**src/rtl/pc_fetch_unit.sv**
```systemverilog
// pc_fetch_unit: program counter and instruction-fetch sequencer.
// Holds the PC, offers PC+4 to the branch adder, runs a request/ready fetch
// to instruction memory and buffers a redirect that arrives while a fetch
// is outstanding or while downstream stalls.
module pc_fetch_unit #(
  parameter logic [31:0] RESET_PC = 32'h0000_0000
) (
  input  logic        clk,
  input  logic        reset,
  input  logic        stall,
  input  logic        branch_taken,
  input  logic [31:0] branch_target,
  input  logic        jump,
  input  logic [31:0] jump_target,
  output logic [31:0] pc,
  output logic [31:0] pc_4,
  output logic        imem_req,
  output logic [31:0] imem_addr,
  input  logic        imem_ready,
  input  logic [31:0] imem_rdata,
  output logic [31:0] instr,
  output logic        instr_valid,
  output logic        redirect_pending
);

  localparam logic [1:0] ST_IDLE  = 2'd0;
  localparam logic [1:0] ST_FETCH = 2'd1;
  localparam logic [1:0] ST_HOLD  = 2'd2;

  // Instruction addresses are word aligned; low two bits are always cleared.
  function automatic logic [31:0] word_align(input logic [31:0] addr);
    return addr & 32'hFFFF_FFFC;
  endfunction

  logic [1:0]  state_r;
  logic [1:0]  state_nxt_s;
  logic [31:0] pc_r;
  logic [31:0] pc_nxt_s;
  logic [31:0] instr_r;
  logic [31:0] instr_nxt_s;
  logic        instr_valid_r;
  logic        instr_valid_nxt_s;
  logic        pending_r;
  logic        pending_nxt_s;
  logic [31:0] pending_target_r;
  logic [31:0] pending_target_nxt_s;
  logic        redirect_s;
  logic [31:0] redirect_target_s;
  logic [31:0] pc_inc_s;

  assign pc_inc_s         = pc_r + 32'd4;
  assign pc               = pc_r;
  assign pc_4             = pc_inc_s;
  assign imem_addr        = pc_r;
  assign imem_req         = (state_r == ST_FETCH);
  assign instr            = instr_r;
  assign instr_valid      = instr_valid_r;
  assign redirect_pending = pending_r;

  // Pick the arriving redirect target; a jump outranks a branch.
  always_comb begin
    redirect_s        = jump | branch_taken;
    redirect_target_s = 32'h0000_0000;
    if (jump) begin
      redirect_target_s = word_align(jump_target);
    end else if (branch_taken) begin
      redirect_target_s = word_align(branch_target);
    end else begin
      redirect_target_s = 32'h0000_0000;
    end
  end

  // Sequencer next-state: IDLE -> FETCH <-> HOLD with redirect buffering.
  always_comb begin
    state_nxt_s          = state_r;
    pc_nxt_s             = pc_r;
    instr_nxt_s          = instr_r;
    instr_valid_nxt_s    = instr_valid_r;
    pending_nxt_s        = pending_r;
    pending_target_nxt_s = pending_target_r;
    case (state_r)
      ST_IDLE: begin
        state_nxt_s       = ST_FETCH;
        instr_valid_nxt_s = 1'b0;
      end
      ST_FETCH: begin
        if (imem_ready) begin
          if (redirect_s) begin
            // Response belongs to a stale path; retarget and refetch.
            pc_nxt_s      = redirect_target_s;
            pending_nxt_s = 1'b0;
          end else if (pending_r) begin
            pc_nxt_s      = pending_target_r;
            pending_nxt_s = 1'b0;
          end else begin
            instr_nxt_s       = imem_rdata;
            instr_valid_nxt_s = 1'b1;
            state_nxt_s       = ST_HOLD;
          end
        end else if (redirect_s) begin
          // Address must stay stable while the request is outstanding.
          pending_nxt_s        = 1'b1;
          pending_target_nxt_s = redirect_target_s;
        end else begin
          state_nxt_s = ST_FETCH;
        end
      end
      ST_HOLD: begin
        if (stall) begin
          if (redirect_s) begin
            pending_nxt_s        = 1'b1;
            pending_target_nxt_s = redirect_target_s;
          end else begin
            pending_nxt_s = pending_r;
          end
        end else begin
          if (redirect_s) begin
            pc_nxt_s = redirect_target_s;
          end else if (pending_r) begin
            pc_nxt_s = pending_target_r;
          end else begin
            pc_nxt_s = pc_inc_s;
          end
          pending_nxt_s     = 1'b0;
          instr_valid_nxt_s = 1'b0;
          state_nxt_s       = ST_FETCH;
        end
      end
      default: begin
        // Unreachable encoding: drop back to a clean restart.
        state_nxt_s       = ST_IDLE;
        instr_valid_nxt_s = 1'b0;
        pending_nxt_s     = 1'b0;
      end
    endcase
  end

  // State registers with synchronous active-high reset.
  always_ff @(posedge clk) begin
    if (reset) begin
      state_r          <= ST_IDLE;
      pc_r             <= RESET_PC;
      instr_r          <= 32'h0000_0000;
      instr_valid_r    <= 1'b0;
      pending_r        <= 1'b0;
      pending_target_r <= 32'h0000_0000;
    end else begin
      state_r          <= state_nxt_s;
      pc_r             <= pc_nxt_s;
      instr_r          <= instr_nxt_s;
      instr_valid_r    <= instr_valid_nxt_s;
      pending_r        <= pending_nxt_s;
      pending_target_r <= pending_target_nxt_s;
    end
  end

endmodule

```
**config.mk**
```make
export PLATFORM = sky130hd
export DESIGN_NAME = pc_fetch_unit
export DESIGN_NICKNAME = d
export VERILOG_FILES = /design/src/rtl/pc_fetch_unit.sv
export SDC_FILE = /design/constraint.sdc
export NUM_CORES = 1
export LEC_CHECK = 0
export ABC_AREA = 1
export CORE_UTILIZATION = 33
export DETAILED_ROUTE_END_ITERATION = 10
export GPL_ROUTABILITY_DRIVEN = 0
export PLACE_DENSITY = 0.69
export REMOVE_ABC_BUFFERS = 1
export SLEW_MARGIN = 40
export SYNTH_ARGS = -nofsm -noshare
export SYNTH_HDL_FRONTEND = slang
export SYNTH_SLANG_ARGS = --single-unit
```
**constraint.sdc**
```tcl
create_clock -name clk -period 3.16 [get_ports clk]
set_input_delay 0.316 -clock clk [delete_from_list [all_inputs] [get_ports clk]]
set_output_delay 0.316 -clock clk [all_outputs]
set_load 0.1 [all_outputs]
```
## Yosys cells after proc, flatten, opt, wreduce, memory -nomap -nowiden

Index checks and enable logic that the tools add are counted.
W data, S select, Z words.

- Register bits after elaboration: 100
- Input bits: 102
- Output and inout bits: 131
- Word-level logic and storage cells: 55

- $add $sub $neg: 1
- Equality and inequality tests: 10
- Multiplexer cells: 28
- Bitwise gates (word level): 3
- Reductions and logical operators: 7

Operator list:

| operator | number |
|---|---|
| $mux W32 | 11 |
| $pmux W32 S2 | 2 |
| $add A32 B3 Y32 const B | 1 |
| $reduce_and A4 Y1 | 3 |
| $mux W2 | 5 |
| $ne A2 B2 Y1 const B | 5 |
| $mux W1 | 7 |
| $pmux W2 S3 | 1 |
| $reduce_and A3 Y1 | 2 |
| $ne A3 B1 Y1 const B | 1 |
| $ne A3 B3 Y1 const B | 1 |
| $pmux W1 S3 | 1 |
| $eq A2 B1 Y1 const B | 1 |
| $eq A2 B2 Y1 const B | 1 |
| $logic_not A2 Y1 | 1 |
| $ne A2 B1 Y1 const B | 1 |
| $not A1 Y1 | 2 |
| $pmux W1 S2 | 1 |
| $reduce_bool A2 Y1 | 1 |
| $or A1 B1 Y1 | 1 |

## Longest topological paths before layout

Gate-level depths: netlist of the first run.

- Depth in word-level cells: 5
- Depth in mapped cells: 11

## Worst setup path after synthesis of the first run

No wires, ideal clock.

- Path kind: register to register
- Start point: register pc_r[2] (netlist: imem_addr[2])
- End point: register pc_r[7] (netlist: imem_addr[7])
- Library setup time: 0.071 ns
- Arrival: 4.180 ns
- Required time: 3.089 ns
- Slack: -1.092 ns
- Stages on the path, launching flop included: 7
- Cells stage by stage: dfxtp_1 > inv_1 > nor2_4 > nand2_2 > xnor2_1 > o21ai_0 > a21oi_1

- Longest elaborated chain between the ends: 5

RTL lines:

| what | line | source |
|---|---|---|
| start, declared | 37 | `logic [31:0] pc_r;` |
| start signal, assigned | 149 | `pc_r <= pc_nxt_s;` |
| $add A32 B3 Y32 | 51 | `assign pc_inc_s = pc_r + 32'd4;` |
| named net pc_4[7] | 16 | `output logic [31:0] pc_4,` |
| $mux W32 | 119 | `end else if (pending_r) begin` |
| $mux W32 | 117 | `if (redirect_s) begin` |
| $mux W32 | 109 | `if (stall) begin` |
| $pmux W32 S2 | 81 | `case (state_r)` |

The timed path passes the listed nets, and every way through them passes these cells. The select of a mux whose other input is x is not followed.
A chain may end at the register's enable or synchronous reset.

## Worst setup path after layout of the first run

- Start point: register pc_r[3] (netlist: imem_addr[3])
- End point: output port pc_4[24]

- Longest elaborated chain between the ends: 1

RTL lines:

| what | line |
|---|---|
| $add A32 B3 Y32 | 51 |
| end, declared | 16 |

Every way passes these cells.

==> summary.md, run 1 <==
| Metric | Value |
|---|---|
| # IOs | 233 |
| Die area | 18800 µm² |
| Critical path, cell by cell | ha_1 -> nand3_2 -> nor2_1 -> inv_1 -> nor2_2 -> nand3b_1 -> nand2_1 -> buf_4 |
| Yosys cell types | 42 |
| Util after Layout | 44.6% |
| Tcrit/Tclk final | 79.8% |
| Die Ht | 137 µm |
| Outcome | finished clean |
| FMAX | 397 MHz |
| Fill cell total of the finished layout | 1835 |
| Initial DRC count | 369 |
| Worst setup path class | register to output pin |
| Crit path launch type | register |
| Dpl hpwl | 14.3 mm |
| Total grt overflow | 0 |
| Critical path peak fanout | 6 |
| Reg2reg path depth | 8 |
| CTS Root Cell | clkbuf_16 |
| Layout cells sized above 1 | 19.6% |
| Final wirelength | 19.7 mm |
| Post-synthesis xor/xnor area fraction | 1.43% |
| Synth Register Bits | 100 |
| Most frequent cells in the layout | nand2_1 (225), dfxtp_1 (100), clkdlybuf4s50_1 (96) |
| RSZ-0062 raised after global routing | no |
| Hold Path Class | register to register |
| Commonest non-fill, non-tap cell in the layout | nand2_1 |
| First-pass GRT wire length | 30.6 mm |
| Compound-cell area share of the yosys netlist | 19.9% |
| Clock Path Buffers | 2 |
| Synth Flop Type | dfxtp_1 |
| Reg-to-Reg Start | state_r[0] |
| Worst-margin pin slew | 785 ps |
| Initial antenna violation count | 0 |
| DR pass1 iterations | 5 |
| Vias/cell | 4.90 |
| Syn_area_per_cell | 6.77 µm² |
| DRC errors left | 0 |
| Required @ worst endpoint | 2840 ps |
| Adder-Cell Fraction of Synth Area | 1.04% |
| Max-slew violation count | 0 |
| Post-CTS Setup Inserts | 0 |
| Max-cap viol count | 0 |
| Final hold violations | 0 |
| Sequential fraction of the synthesis area | 33.2% |
| Post-place setup slack | 869 ps |
| Hold Crit Depth | 2 |
| Insertion delay to the later sink of the worst-skew pair | 350 ps |
| Syn. warnings | 0 |
| Num CTS Buffers | 9 |
| H-tree levels | 3 |
| Wirelength per Cell | 15.2 µm |
| Core Rows | 49 |
| CTS clk-pin slew, worst paths | 70 ps |
| Clk_skew | 8.45 ps |
| Critical path arrival | 2200 ps |
| Final setup fails | 0 |
| Nets@finish | 1171 |
| Largest family of logic cells by synthesized area | simple AND/OR/NAND/NOR gates |
| Core area | 18000 µm² |
| Post-synth EDFFs | 0 |
| Worst reg2reg setup slack | 840 ps |
| HP Start | pending_target_r[0] |
| Buffers on Ports | 228 |
| Vias in the first global route | 5865 |
| Synthesized area | 6040 µm² |
| CTS Sinks | 100 |
| CTS tree | built |
| Hold Path End | pending_target_r[0] |
| Starting density of the core | 33.6% |
| FF-to-FF End | imem_addr[9] |
| GR Util All Layers | 21.2% |
| Critical path capture point type | output pin |
| Post-synthesis simple-gate area fraction | 31.2% |
| Area growth syn-to-layout | 32.7% |
| Worst path max stage delay | 440 ps |
| Antenna cells | 0 |
| Post-cts gate resize count | 0 |
| Mux share of post-synthesis cell area | 0% |
| Slowest library cell on the worst path | dfxtp_1 |
| Hold_buf cts | 0 |
| Slew headroom | 47.7% |
| Top cells by area, synth | dfxtp_1 (33%), nand2_1 (14%), a21oi_1 (6.4%) |
| Overall die width | 137 µm |
| Synth area leader | dfxtp_1 |
| Minimum clock period | 2520 ps |
| Largest net degree at the start of global routing | 61 |
| PnR worst setup slack | 640 ps |
| Via count | 6358 |
| Post-route ant nets | 0 |
| Async set-reset flop share out of synthesis | 0% |
| Syn Inst Count | 892 |
| Post-synth top area share | 33.2% |
[worst max-delay path, delay by kind of cell, from the launching register on]
family        cells  cell delay (ps)
flops             1              440
simple gates      5              760
fa+ha+maj         1              240
buf+inv           2              400
[registers in the layout, summed over array words and instances (netlist names)]
name              cells
imem_addr            32
instr                32
pending_target_r     32
state_r               2
instr_valid           1
redirect_pending      1
[cells in the mapped netlist (2+ instances only)]
cell and count:
and2_1 2, nand3b_1 7, buf_4 42, nand3_2 2
nand4_1 3, o22ai_1 8, nand2_4 4, a21oi_1 77
nand3_1 61, o21ai_0 61, buf_6 5, a21boi_0 12
inv_4 2, ha_1 5, clkbuf_1 17, o21ai_1 4
nand2_1 225, inv_1 67, a211oi_1 14, clkinv_1 3
dfxtp_1 100, nor2_1 93, a211oi_2 16, nor3_1 7
buf_2 14, nor2_8 2, inv_2 2, xnor2_1 3
nand2_2 7, or2_1 2, nor2_4 6, xor2_1 5
nor2_2 5
[stage by stage]
step | area, µm² | std cells | TNS, ps | hold WS, ps
2_1_floorplan | 5520 | 812 | -55230 | 385
3_3_place_gp | 7990 | 1282 | 0 | 434
3_5_place_dp | 7730 | 1282 | 0 | 438
4_1_cts | 8010 | 1298 | 0 | 448
5_1_grt | 8010 | 1298 | 0 | 467
6_report | 8010 | 1298 | 0 | 448
[final cells by class]
class	count	area (µm²)	area share, %
clock buffers	11	243	3.03
clock inverters	5	37.5	0.468
inverters	74	283	3.53
multi-input cells	638	3240	40.5
flip-flops and latches	100	2000	25.0
well taps	229	287	3.58
repair buffers	241	1920	24.0
[metal layers]
| layer | GRT usage, % | share of wire (%) | up-vias | wire length, µm |
|---|---|---|---|---|
| li1 | - | - | 3219 | - |
| met1 | 25.2 | 42 | 2895 | 8280 |
| met2 | 37.6 | 49 | 235 | 9700 |
| met3 | 5.85 | 8.2 | 9 | 1610 |
| met4 | 4.82 | 0.71 | 0 | 141 |
| met5 | 0 | 0 | - | 0 |
[how the worst max path moves through the flow]
stage | end | start | cells past startpoint | slack, ps
floorplan | imem_addr[7] | imem_addr[2] | 6 | -2050
global placement | imem_addr[26] | jump | 7 | 840
detailed placement | imem_addr[26] | jump | 7 | 870
CTS | pc_4[26] | imem_addr[3] | 9 | 670
global route | pc_4[24] | imem_addr[3] | 8 | 470
finish | pc_4[24] | imem_addr[3] | 8 | 640
[logic make-up after synthesis]
| kind of cell | Yosys count |
|---|---|
| compound gates | 197 |
| fa+ha+maj | 5 |
| flops | 100 |
| buf+inv | 154 |
| simple gates | 427 |
| xor+xnor | 9 |
Power of run 1 is not shown: default switching activity piles up to over one toggle a cycle in this logic, so the estimate is an artifact.
==> inputs of run 2 (changes only) <==
clock period = 2.45 ns   (was 3.16 ns; I/O delays follow)
==> run 2 against run 1 <==
  * Via count is 3.4% higher
  * Die area unchanged
  * Final area is 7.2% higher
  * First-iteration DRC count up 14%
  * Final cell count grew 1.0%
  * Global-route usage grew 0.74 points
  * Non-clock buffer count increased by 14
  * Worst setup slack worse by 500 ps
  * Critical path depth stayed put
  * Routed wire length up 2.7%
  * Critical endpoint is now pc_4[26]
  * Largest cell class unchanged
==> summary.md, run 2 (same netlist as run 1, synthesis figures left out) <==
| Metric | Value |
|---|---|
| First-pass GRT wire length | 31.6 mm (+3.0%) |
| Critical path arrival | 2060 ps (-140 ps) |
| Buffers on Ports | 228 (unchanged) |
| Hold WS | 451 ps (+3.20 ps) |
| Core area | 18000 µm² (unchanged) |
| Core Rows | 49 (unchanged) |
| Final setup fails | 0 (unchanged) |
| Insertion delay to the later sink of the worst-skew pair | 360 ps (about the same) |
| Reg2reg path depth | 9 (+1) |
| Critical path capture point type | output pin |
| Starting density of the core | 33.6% (unchanged) |
| Minimum clock period | 2310 ps |
| Clock Path Buffers | 2 (unchanged) |
| Final hold violations | 0 (unchanged) |
| Worst reg2reg setup slack | 340 ps (-500 ps) |
| Area growth syn-to-layout | 42.3% |
| Nets@finish | 1185 (+1.2%) |
| Slew headroom | 47.6% (-0.055 points) |
| PnR worst setup slack | 141 ps (-499 ps) |
| Layout cells sized above 1 | 20.9% (+1.3 points) |
| TNS Setup | 0 ps (unchanged) |
| CTS tree | built |
| Initial DRC count | 421 (+14%) |
| Max-slew violation count | 0 (unchanged) |
| Outcome | finished clean |
| Vias in the first global route | 6204 (+5.8%) |
| Overall die width | 137 µm (unchanged) |
| Wirelength per Cell | 15.5 µm (+1.7%) |
| Critical path peak fanout | 7 (+1) |
| Largest net degree at the start of global routing | 61 (unchanged) |
| # IOs | 233 (unchanged) |
| Worst setup path class | register to output pin |
| Worst-margin pin slew | 786 ps (+0.819 ps) |
| CTS Root Cell | clkbuf_16 |
| CTS Sinks | 100 (unchanged) |
| Fill cell total of the finished layout | 1788 (-2.6%) |
| Vias/cell | 5.01 (+2.4%) |
| FF-to-FF End | imem_addr[2] |
| Hold Crit Depth | 2 (unchanged) |
| Antenna cells | 0 (unchanged) |
| Max-cap viol count | 0 (unchanged) |
| DR pass1 iterations | 5 (unchanged) |
| Hold Path End | pending_target_r[0] |
| Clk_skew | 14.2 ps (+5.73 ps) |
| Die area | 18800 µm² (unchanged) |
| Area occupied by multi-input gates | 3250 µm² (about the same) |
| HP Start | pending_target_r[0] |
| FMAX | 433 MHz |
| Hold Path Class | register to register |
| Dpl hpwl | 15.3 mm (+7.1%) |
| Die Ht | 137 µm (unchanged) |
| Tcrit/Tclk final | 94.3% |
| GR Util All Layers | 21.9% (+0.74 points) |
| Via count | 6574 (+3.4%) |
| CTS clk-pin slew, worst paths | 70 ps (about the same) |
| Reg-to-Reg Start | state_r[0] |
| Total grt overflow | 0 (unchanged) |
| Post-place setup slack | 206 ps (-663 ps) |
| Commonest non-fill, non-tap cell in the layout | nand2_1 |
| Final wirelength | 20.3 mm (+2.7%) |
| Num CTS Buffers | 9 (unchanged) |
| Seq. cell area | 2000 µm² (+0.12%) |
| Crit path launch type | register |
| Most frequent cells in the layout | nand2_1 (225), buf_4 (130), dfxtp_1 (98) |
| Required @ worst endpoint | 2200 ps (-640 ps) |
| Initial antenna violation count | 0 (unchanged) |
| H-tree levels | 3 (unchanged) |
| Post-route ant nets | 0 (unchanged) |
| RSZ-0062 raised after global routing | no |
| DRC errors left | 0 (unchanged) |
| Hold_buf cts | 0 (unchanged) |
==> run 2: cell count changes in the layout (fill, tap and decap cells not counted), moves of 2 or more <==
cell	change
dfxtp_2	+2
dfxtp_1	-2
buf_12	+28
buf_2	-51
buf_4	+37
==> run 2: per-stage QoR <==
step | cells | instance area [µm²] | utilization, %
4_1_cts | 1311 | 8580 | 47.8
2_1_floorplan | 812 | 5520 | -
5_1_grt | 1311 | 8590 | 47.8
6_report | 1311 | 8590 | 47.8
3_3_place_gp | 1296 | 8320 | 46.3
3_5_place_dp | 1296 | 8320 | 46.3
==> run 2: per-layer routing <==
metal  track usage (%)  vias to the layer above  wire [µm]
li1                  -                     3247          -
met1              25.9                     3023       8490
met2              38.1                      276       9710
met3              5.81                       28       1690
met4              7.63                        0        374
met5                 0                        -          0
==> run 2: worst max path at each step <==
stage	startpoint	end	slack, ps
global placement	jump	imem_addr[22]	250
floorplan	imem_addr[2]	imem_addr[7]	-2760
finish	imem_addr[15]	pc_4[26]	140
detailed placement	jump	imem_addr[22]	210
CTS	imem_addr[3]	pc_4[26]	80
global route	imem_addr[3]	pc_4[26]	20
==> run 2: timing repair <==
item / 4_1_cts / 5_1_grt
buffers inserted: 0 / 0
gates resized for setup: 0 / 4
setup endpoints to repair: 0 / 6
==> run 2: critical path, stage by stage, from the launching register on <==
cell and delay [ps]:
dfxtp_1 520, nand2_1 160, nor2_1 210, nand2_1 130, nor2_4 160, nand2_1 70
nand2_1 70, and2_1 190, buf_12 190
==> run 2: layout make-up <==
class	instances	share of cell area, %
clock buffers	10	2.67
flip-flops and latches	100	23.3
repair buffers	255	29.1
clock inverters	5	0.452
inverters	74	3.29
multi-input cells	638	37.8
well taps	229	3.34
Power of run 2 is left out for the same reason.
==> inputs of run 3 (changes only) <==
CAP_MARGIN = 20   (was default)
==> results of run 3 <==
The final DEF is identical to that of run 2; final timing and power are the same.
Power of run 3 is left out for the same reason.
